===== config.mk =====
export PLATFORM = sky130hd
export DESIGN_NAME = alu_pipe
export DESIGN_NICKNAME = d
export VERILOG_FILES = /design/src/rtl/alu_pkg.sv /design/src/rtl/alu_core.sv /design/src/rtl/alu_pipe.sv
export SDC_FILE = /design/constraint.sdc
export NUM_CORES = 1
export LEC_CHECK = 0
export CAP_MARGIN = 20
export CORE_MARGIN = 10
export CORE_UTILIZATION = 52
export DETAILED_ROUTE_END_ITERATION = 10
export GPL_ROUTABILITY_DRIVEN = 1
export PLACE_DENSITY_LB_ADDON = 0.1
export SKIP_CTS_REPAIR_TIMING = 1
export SLEW_MARGIN = 20
export SYNTH_ARGS = -nofsm -noshare
export SYNTH_HDL_FRONTEND = slang
export SYNTH_SLANG_ARGS = --single-unit

===== constraint.sdc =====
create_clock -name clock -period 2.7 [get_ports clock]
set_clock_uncertainty 0.15 [all_clocks]
set_input_delay 0.405 -clock clock [delete_from_list [all_inputs] [get_ports clock]]
set_output_delay 0.405 -clock clock [all_outputs]
set_load 0.01 [all_outputs]

===== src/rtl/alu_pkg.sv =====
// alu_pkg: shared definitions for the TP1 pipelined ALU.
//   N_OP      opcode width (MIPS funct field)
//   OP_*      legal opcodes
//   flags_t   status flags, bus order {err, ovf, carry, neg, zero}
package alu_pkg;

  localparam int N_OP    = 6;
  localparam int N_FLAGS = 5;

  localparam logic [N_OP-1:0] OP_ADD = 6'b100000;
  localparam logic [N_OP-1:0] OP_SUB = 6'b100010;
  localparam logic [N_OP-1:0] OP_AND = 6'b100100;
  localparam logic [N_OP-1:0] OP_OR  = 6'b100101;
  localparam logic [N_OP-1:0] OP_XOR = 6'b100110;
  localparam logic [N_OP-1:0] OP_NOR = 6'b100111;
  localparam logic [N_OP-1:0] OP_SLT = 6'b101010;
  localparam logic [N_OP-1:0] OP_SLL = 6'b000000;
  localparam logic [N_OP-1:0] OP_SRL = 6'b000010;
  localparam logic [N_OP-1:0] OP_SRA = 6'b000011;

  typedef struct packed {
    logic err;
    logic ovf;
    logic carry;
    logic neg;
    logic zero;
  } flags_t;

endpackage


===== src/rtl/alu_core.sv =====
// alu_core: purely combinational ALU datapath, sits between S1 and S2.
//   a, b    operands (b is the shift amount for SLL/SRL/SRA)
//   op      opcode
//   result  N_BITS result, truncated
//   flags   {err, ovf, carry, neg, zero}
module alu_core import alu_pkg::*; #(
  parameter int N_BITS = 8
) (
  input  logic [N_BITS-1:0]  a,
  input  logic [N_BITS-1:0]  b,
  input  logic [N_OP-1:0]    op,
  output logic [N_BITS-1:0]  result,
  output logic [N_FLAGS-1:0] flags
);

  localparam int MSB = N_BITS - 1;

  logic [N_BITS:0]          sum, diff;
  logic signed [N_BITS-1:0] sra;
  logic                     big;
  logic [N_BITS-1:0]        res;
  flags_t                   f;

  always_comb begin
    sum  = {1'b0, a} + {1'b0, b};
    // diff[N_BITS] is the borrow: set exactly when a < b unsigned
    diff = {1'b0, a} - {1'b0, b};
    // computed on its own so the arithmetic shift is not turned logical by
    // an unsigned operand elsewhere in the expression
    sra  = $signed(a) >>> b;
    big  = 32'(b) >= N_BITS;
    res  = '0;
    f    = '0;
    case (op)
      OP_ADD: begin
        res     = sum[MSB:0];
        f.carry = sum[N_BITS];
        f.ovf   = (a[MSB] == b[MSB]) && (res[MSB] != a[MSB]);
      end
      OP_SUB: begin
        res     = diff[MSB:0];
        f.carry = diff[N_BITS];
        f.ovf   = (a[MSB] != b[MSB]) && (res[MSB] != a[MSB]);
      end
      OP_AND: res = a & b;
      OP_OR:  res = a | b;
      OP_XOR: res = a ^ b;
      OP_NOR: res = ~(a | b);
      OP_SLT: res[0] = $signed(a) < $signed(b);
      OP_SLL: res = big ? '0 : (a << b);
      OP_SRL: res = big ? '0 : (a >> b);
      OP_SRA: res = big ? {N_BITS{a[MSB]}} : sra;
      default: f.err = 1'b1;
    endcase
    f.zero = (res == '0);
    f.neg  = res[MSB];
    result = res;
    flags  = f;
  end

endmodule


===== src/rtl/alu_pipe.sv =====
// alu_pipe: two-stage pipelined ALU with valid/ready on both sides.
//   clock, reset (async, active low)
//   i_valid/o_ready/i_a/i_b/i_op    upstream operation
//   o_valid/i_ready/o_result        downstream result
//   o_zero/o_neg/o_carry/o_ovf/o_err status flags of the result
// S1 holds {op, a, b}; S2 holds {result, flags}. o_ready is combinational
// from i_ready, so a full pipe accepts a new op in the same cycle the sink
// drains the oldest one.
module alu_pipe #(
  parameter int N_BITS = 8,
  parameter int N_OP   = 6
) (
  input  logic              clock,
  input  logic              reset,
  input  logic              i_valid,
  output logic              o_ready,
  input  logic [N_BITS-1:0] i_a,
  input  logic [N_BITS-1:0] i_b,
  input  logic [N_OP-1:0]   i_op,
  output logic              o_valid,
  input  logic              i_ready,
  output logic [N_BITS-1:0] o_result,
  output logic              o_zero,
  output logic              o_neg,
  output logic              o_carry,
  output logic              o_ovf,
  output logic              o_err
);
  import alu_pkg::*;

  // vld_pipe[1] = S1 valid, vld_pipe[2] = S2 valid
  logic [2:1]           vld_pipe;
  logic [N_OP-1:0]      s1_op;
  logic [N_BITS-1:0]    s1_a, s1_b;
  logic [N_BITS-1:0]    s2_res, core_res;
  logic [N_FLAGS-1:0]   s2_flags, core_flags;
  logic                 s2_en;
  flags_t               fl;

  assign s2_en   = !vld_pipe[2] || i_ready;
  assign o_ready = !vld_pipe[1] || s2_en;

  alu_core #(.N_BITS(N_BITS)) u_core (
    .a      (s1_a),
    .b      (s1_b),
    .op     (s1_op),
    .result (core_res),
    .flags  (core_flags)
  );

  always_ff @(posedge clock or negedge reset) begin
    if (!reset) begin
      vld_pipe <= '0;
      s1_op    <= '0;
      s1_a     <= '0;
      s1_b     <= '0;
      s2_res   <= '0;
      s2_flags <= '0;
    end else begin
      if (o_ready) begin
        vld_pipe[1] <= i_valid;
        if (i_valid) begin
          s1_op <= i_op;
          s1_a  <= i_a;
          s1_b  <= i_b;
        end
      end
      if (s2_en) begin
        vld_pipe[2] <= vld_pipe[1];
        // only load on a real op so an idle S2 keeps its last value
        if (vld_pipe[1]) begin
          s2_res   <= core_res;
          s2_flags <= core_flags;
        end
      end
    end
  end

  assign fl       = flags_t'(s2_flags);
  assign o_valid  = vld_pipe[2];
  assign o_result = s2_res;
  assign o_zero   = fl.zero;
  assign o_neg    = fl.neg;
  assign o_carry  = fl.carry;
  assign o_ovf    = fl.ovf;
  assign o_err    = fl.err;

endmodule


; Word-level counts from Yosys, hierarchy flattened
; Cells that the tools add are included.
; Widths: inputs -> output; s select.
[totals]
regBits = 37
latch_bits = 0
ramBits = 0
mem_bits_ro = 0
out_inout_bits = 15
wordCells = 49
mem_count = 0
[classes]
n_addsub = 2
mul = 0
div_mod_pow = 0
n_lt_le_gt_ge = 2
n_eq_ne = 13
n_shift = 3
mux = 7
bitwise_logic = 4
n_reduce_logical = 11
[op_table]
columns = cell, n
row1 = $pmux 7 s9, 1
row2 = $eq 6x6->1 const B, 7
row3 = $mux 8, 3
row4 = $eq 6x2->1 const B, 2
row5 = $pmux 1 s10, 1
row6 = $reduce_or 10->1, 1
row7 = $add 8x8->9, 1
row8 = $sub 8x8->9, 1
row9 = $and 8x8->8, 1
row10 = $ge 8x4->1 const B, 1
row11 = $logic_not 8->1, 1
row12 = $lt 8x8->1, 1
row13 = $not 8->8, 1
row14 = $or 8x8->8, 1
row15 = $shl 8x8->8, 1
row16 = $shr 8x8->8, 1
row17 = $sshr 8x8->8, 1
row18 = $xor 8x8->8, 1
row19 = $logic_not 6->1, 1
row20 = $pmux 2 s2, 1
row21 = $reduce_and 2->1, 2
row22 = $ne 1x1->1, 3
row23 = $logic_and 1x1->1, 2
row24 = $logic_not 1->1, 2
row25 = 3 further kinds, 4

; Longest topological paths before layout
[depth]
depth_word = 4
depth_mapped = 11
mapped_depth_nobuf = 10

; Hierarchy
; A second synthesis with hierarchy kept.
[unflattened]
hier_cells = 369
hier_area_um2 = 3759.9
[modules_own_cells]
columns = mod, instances, cells_each, area_per_inst_um2, seq_area_each_um2
row1 = alu_core, 1, 288, 2215.9, 0.0
row2 = alu_pipe, 1, 81, 1544.0, 925.9

; Worst setup path after synthesis
; Ideal clock, no wire load.
[synth_path]
path_type = flip-flop to flip-flop
from = register s1_b[1]
to = register s2_flags[3] (netlist: fl[3])
arrival_time_ns = 2.714
path_slack_ns = -0.289
stages_incl_launch_ff = 11
path_buffers = 2
path_cell_list = dfrtp_1 buf_4 buf_2 inv_1 ha_1 a21o_1 o2bb2ai_1 o41ai_1 nor2_1 mux4_2 mux2_2
[synth_via]
elab_chain_len = 4
[synth_rtl]
columns = element, line
row1 = "start, declared", alu_pipe.sv:34  ; logic [N_BITS-1:0] s1_a, s1_b;
row2 = "start signal, assigned", alu_pipe.sv:65  ; s1_b <= i_b;
row3 = $sub 8x8->9 or $add 8x8->9 (tied branches), "alu_core.sv:27, alu_core.sv:25"
row4 = $ne 1x1->1 (on tied branches), "alu_core.sv:43, alu_core.sv:38"
row5 = $logic_and 1x1->1 (on tied branches), "alu_core.sv:43, alu_core.sv:38"
row6 = $pmux 2 s2 (*), alu_core.sv:34  ; case (op)
row7 = "end signal, assigned", alu_pipe.sv:73  ; s2_flags <= core_flags;
row8 = "end, declared", alu_pipe.sv:36  ; logic [N_FLAGS-1:0] s2_flags, core_flags;
; Mark *: on every way between the ends. The rest lies on a longest branch, timed or not.
; A chain may end at the register's enable or synchronous reset.

; Final worst setup path
[layout_path]
from = register s1_b[0]
to = register s2_flags[0] (netlist: fl[0])
[layout_via]
elab_chain_len = 4
[layout_rtl]
columns = element, line
row1 = "$ge 8x4->1, or another cell as far along", alu_core.sv:31  ; big = 32'(b) >= N_BITS;
row2 = "$mux 8, or another cell as far along", alu_core.sv:52  ; OP_SRA: res = big ? {N_BITS{a[MSB]}} : sra;
row3 = $pmux 1 s10 or $pmux 7 s9 (tied branches), alu_core.sv:34
row4 = $logic_not 8->1 (*), alu_core.sv:55  ; f.zero = (res == '0);
; Marks and branches as above.

==> out/results.txt <==
outcome -> complete, but fails checks
failing checks -> setup timing
Initial Utilization -> 0.541
Worst Setup Start Kind -> flop
Synth async-reset ratio -> 1.00
GR met1 Demand/Resource -> 0.295
Hold Path Class -> primary input to asynchronous set/reset pin
DRC -> 0
met3 Resource Use GR -> 0.0415
CP startpoint -> s1_b[0]
Worst-Skew Late Latency -> 0.29 ns
Storage cell area -> 906 µm²
Area growth syn-to-layout -> 38.3%
worst relative slew slack -> 0.447
# setup viols final -> 3
unrepaired setup endpoints after global routing -> yes
CTS Root Cell -> clkbuf_8
PwrDens -> 609 mW/mm²
Final Slew Violations -> 0
Synth Area per Inst -> 9.27 µm²
post-synthesis xor/xnor area fraction -> 0.0302
setup tns final -> -0.155 ns
synthesized flop and latch total -> 36
CTS tree -> done
pin count of the biggest net entering global routing -> 37
buffer depth of the longest clock path -> 2
Non-Filler Instances -> 556
die height -> 102 µm
RD Place Congestion -> 1.03
critical-path cell list -> ha_2, fa_2, nand3_1, nand2_1, a221o_1, a211oi_2, o21ai_2, or3_4, o41ai_2
Worst Path Max Fanout -> 3
Synth Net Count -> 427
Compound-Gate Fraction of Synth Area -> 0.180
TritonCTS Buffers -> 5
fin area -> 0.00480 mm²
clock sink count -> 36
GR Util met2 -> 0.330
Rows -> 29
Tightest Pin Transition -> 0.830 ns
dpl hpwl -> 8620 µm
peak supply drop -> 0.479 mV
n_diodes -> 0
DRT Pass-1 Iters -> 6
required time worst endpoint -> 2.74 ns
CP Class -> flop to flop
Setup crit end kind -> flop
num ports -> 41
Avg Vias per Cell -> 6.47
Fin Hold WS -> 0.0554 ns
first-pass GRT wire length -> 17900 µm
RR Startpoint -> s1_b[0]
sequential area share after synthesis -> 0.259
period utilization -> 1.05
final worst slack -> -0.140 ns
most frequent cells in the layout -> 73 x buf_4, 39 x clkdlybuf4s50_1, 33 x mux2_2, 32 x dfrtp_1, 28 x nor2_1
clock-pin slew on the worst setup and hold paths -> 0.08 ns
Static Leak -> 2.05 nW
via count -> 3596
Post-Synth Adder-Cell Area -> 0.0979
die area -> 0.0104 mm²
most common cell after layout, fill and taps aside -> buf_4
Final ANT Viol Nets -> 0
slowest stage cell, crit path -> dfrtp_2
fillcell total -> 470
htree depth -> 2
gr usage total -> 0.216
Worst path max stage delay -> 0.48 ns
Setup WS pre-CTS -> -0.199 ns
fraction of layout cells with a size suffix above 1 -> 0.370
main combinational cell family by area after synthesis -> multiplexers
drt wl/cell -> 21.0 µm
GRT overflow -> 0
CP arrival -> 2.88 ns
mux contribution to synthesized area -> 0.211
initial antenna violation count -> 0
Post-synth EDFFs -> 0
Die W -> 102 µm
minimum clock period -> 2.84 ns
Routed WL -> 11700 µm
Cell variety after synth -> 61
Post-DP Area -> 0.00441 mm²
post-synthesis cell area -> 0.00347 mm²
Most used DFF post-synth -> dfrtp_1
busiest layer in global routing -> met2
Final Hold Viols -> 0
fmax -> 352 MHz
Synth Area in Simple Gates -> 0.166
port bufs -> 40
max cap viols -> 0
area of the multi-input gates -> 0.00260 mm²
Gate Count Post-Synth -> 375
number of global-route vias before repair -> 3410
final net count -> 530
Ys Warns -> 0
core area -> 0.00642 mm²
DR iter-0 viols -> 452
placed cell count -> 536
-- flip-flops by register name (all words and copies together), names as in the netlist --
signal and count:
s1_op 6, fl 5, s1_a 8, o_result 7, vld_pipe 2, s1_b 8
-- report_power, final --
group          switching, mW  internal, mW
Combinational          0.879         0.905
Sequential             0.110         0.635
Clock                  0.214         0.185
Total                   1.20          1.72
-- worst max-delay path, delay by kind of cell (launching register included) --
family / cells / cell delay (ns)
AOI/OAI and AO/OA: 4 / 0.98
adders and majority gates: 2 / 0.59
DFF: 1 / 0.48
and+or+nand+nor: 3 / 0.54
-- path summary, 6_finish.rpt --
kind | end | slack, ns | depth (start not counted)
min in group clock | o_result[0] | 0.35 | 2
hold reg to reg | o_result[0] | 0.35 | 2
max in group asynchronous | s1_b[3] | 1.78 | 1
hold / removal | s1_b[2] | 0.06 | 1
setup / recovery | fl[0] | -0.14 | 9
setup reg to reg | fl[0] | -0.14 | 9
-- logic make-up after synthesis --
logic type,Yosys count
AND/OR/NAND/NOR,110
multiplexers,57
flip-flops,36
XOR/XNOR,12
buffers and inverters,46
adder cells (fa/ha/maj),26
AO/OA/AOI/OAI,88
-- metrics by stage --
stage	util	power (mW)
finish	0.748	2.93
global route	0.748	3.09
CTS	0.700	2.72
detailed placement	0.687	2.31
global placement	0.687	2.27
floorplan	-	1.67
-- final cells by class --
type | count | area share
clock buffer | 7 | 0.0159
inverter | 23 | 0.0180
timing repair buffer | 119 | 0.215
clock inverter | 1 | 0.00182
sequential | 36 | 0.189
tap | 77 | 0.0201
multi-input combinational | 293 | 0.541
-- layer usage --
| metal | up-vias | share of wire |
|---|---|---|
| li1 | 1605 | - |
| met1 | 1718 | 0.42 |
| met2 | 219 | 0.45 |
| met3 | 54 | 0.091 |
| met4 | 0 | 0.038 |
| met5 | - | 0 |
-- Yosys cell counts, types with 2 or more instances --
cell type	instances	share of area
and2_1	3	0.0054
mux2_1	8	0.026
nor4_1	6	0.011
nand3b_1	2	0.0043
nand4_1	3	0.0054
nand2b_1	8	0.014
or4_1	2	0.0043
mux4_2	9	0.058
clkbuf_1	10	0.011
buf_4	4	0.0086
fa_1	2	0.012
ha_1	24	0.086
o31ai_1	2	0.0043
buf_2	5	0.0072
o221a_2	2	0.0065
o21ai_1	5	0.0072
buf_1	4	0.0043
dfrtp_1	36	0.26
nor3_1	11	0.016
inv_1	21	0.023
o22ai_1	4	0.0072
a21o_1	3	0.0065
xnor2_1	11	0.028
a211o_1	2	0.0050
inv_2	2	0.0022
nand3_1	9	0.013
o2bb2ai_1	2	0.0050
mux2i_1	8	0.023
a2111oi_0	3	0.0076
a211oi_1	8	0.017
nor2_1	28	0.030
a31oi_1	4	0.0072
nand2_1	21	0.023
o221ai_1	4	0.010
mux2_2	32	0.10
or3_1	2	0.0036
o32ai_1	3	0.0076
a22oi_1	7	0.015
a21oi_1	21	0.030
and3_1	4	0.0072
o21ai_0	5	0.0072
nor2b_1	6	0.011
Note: power is estimated with default switching activity, not from simulation.
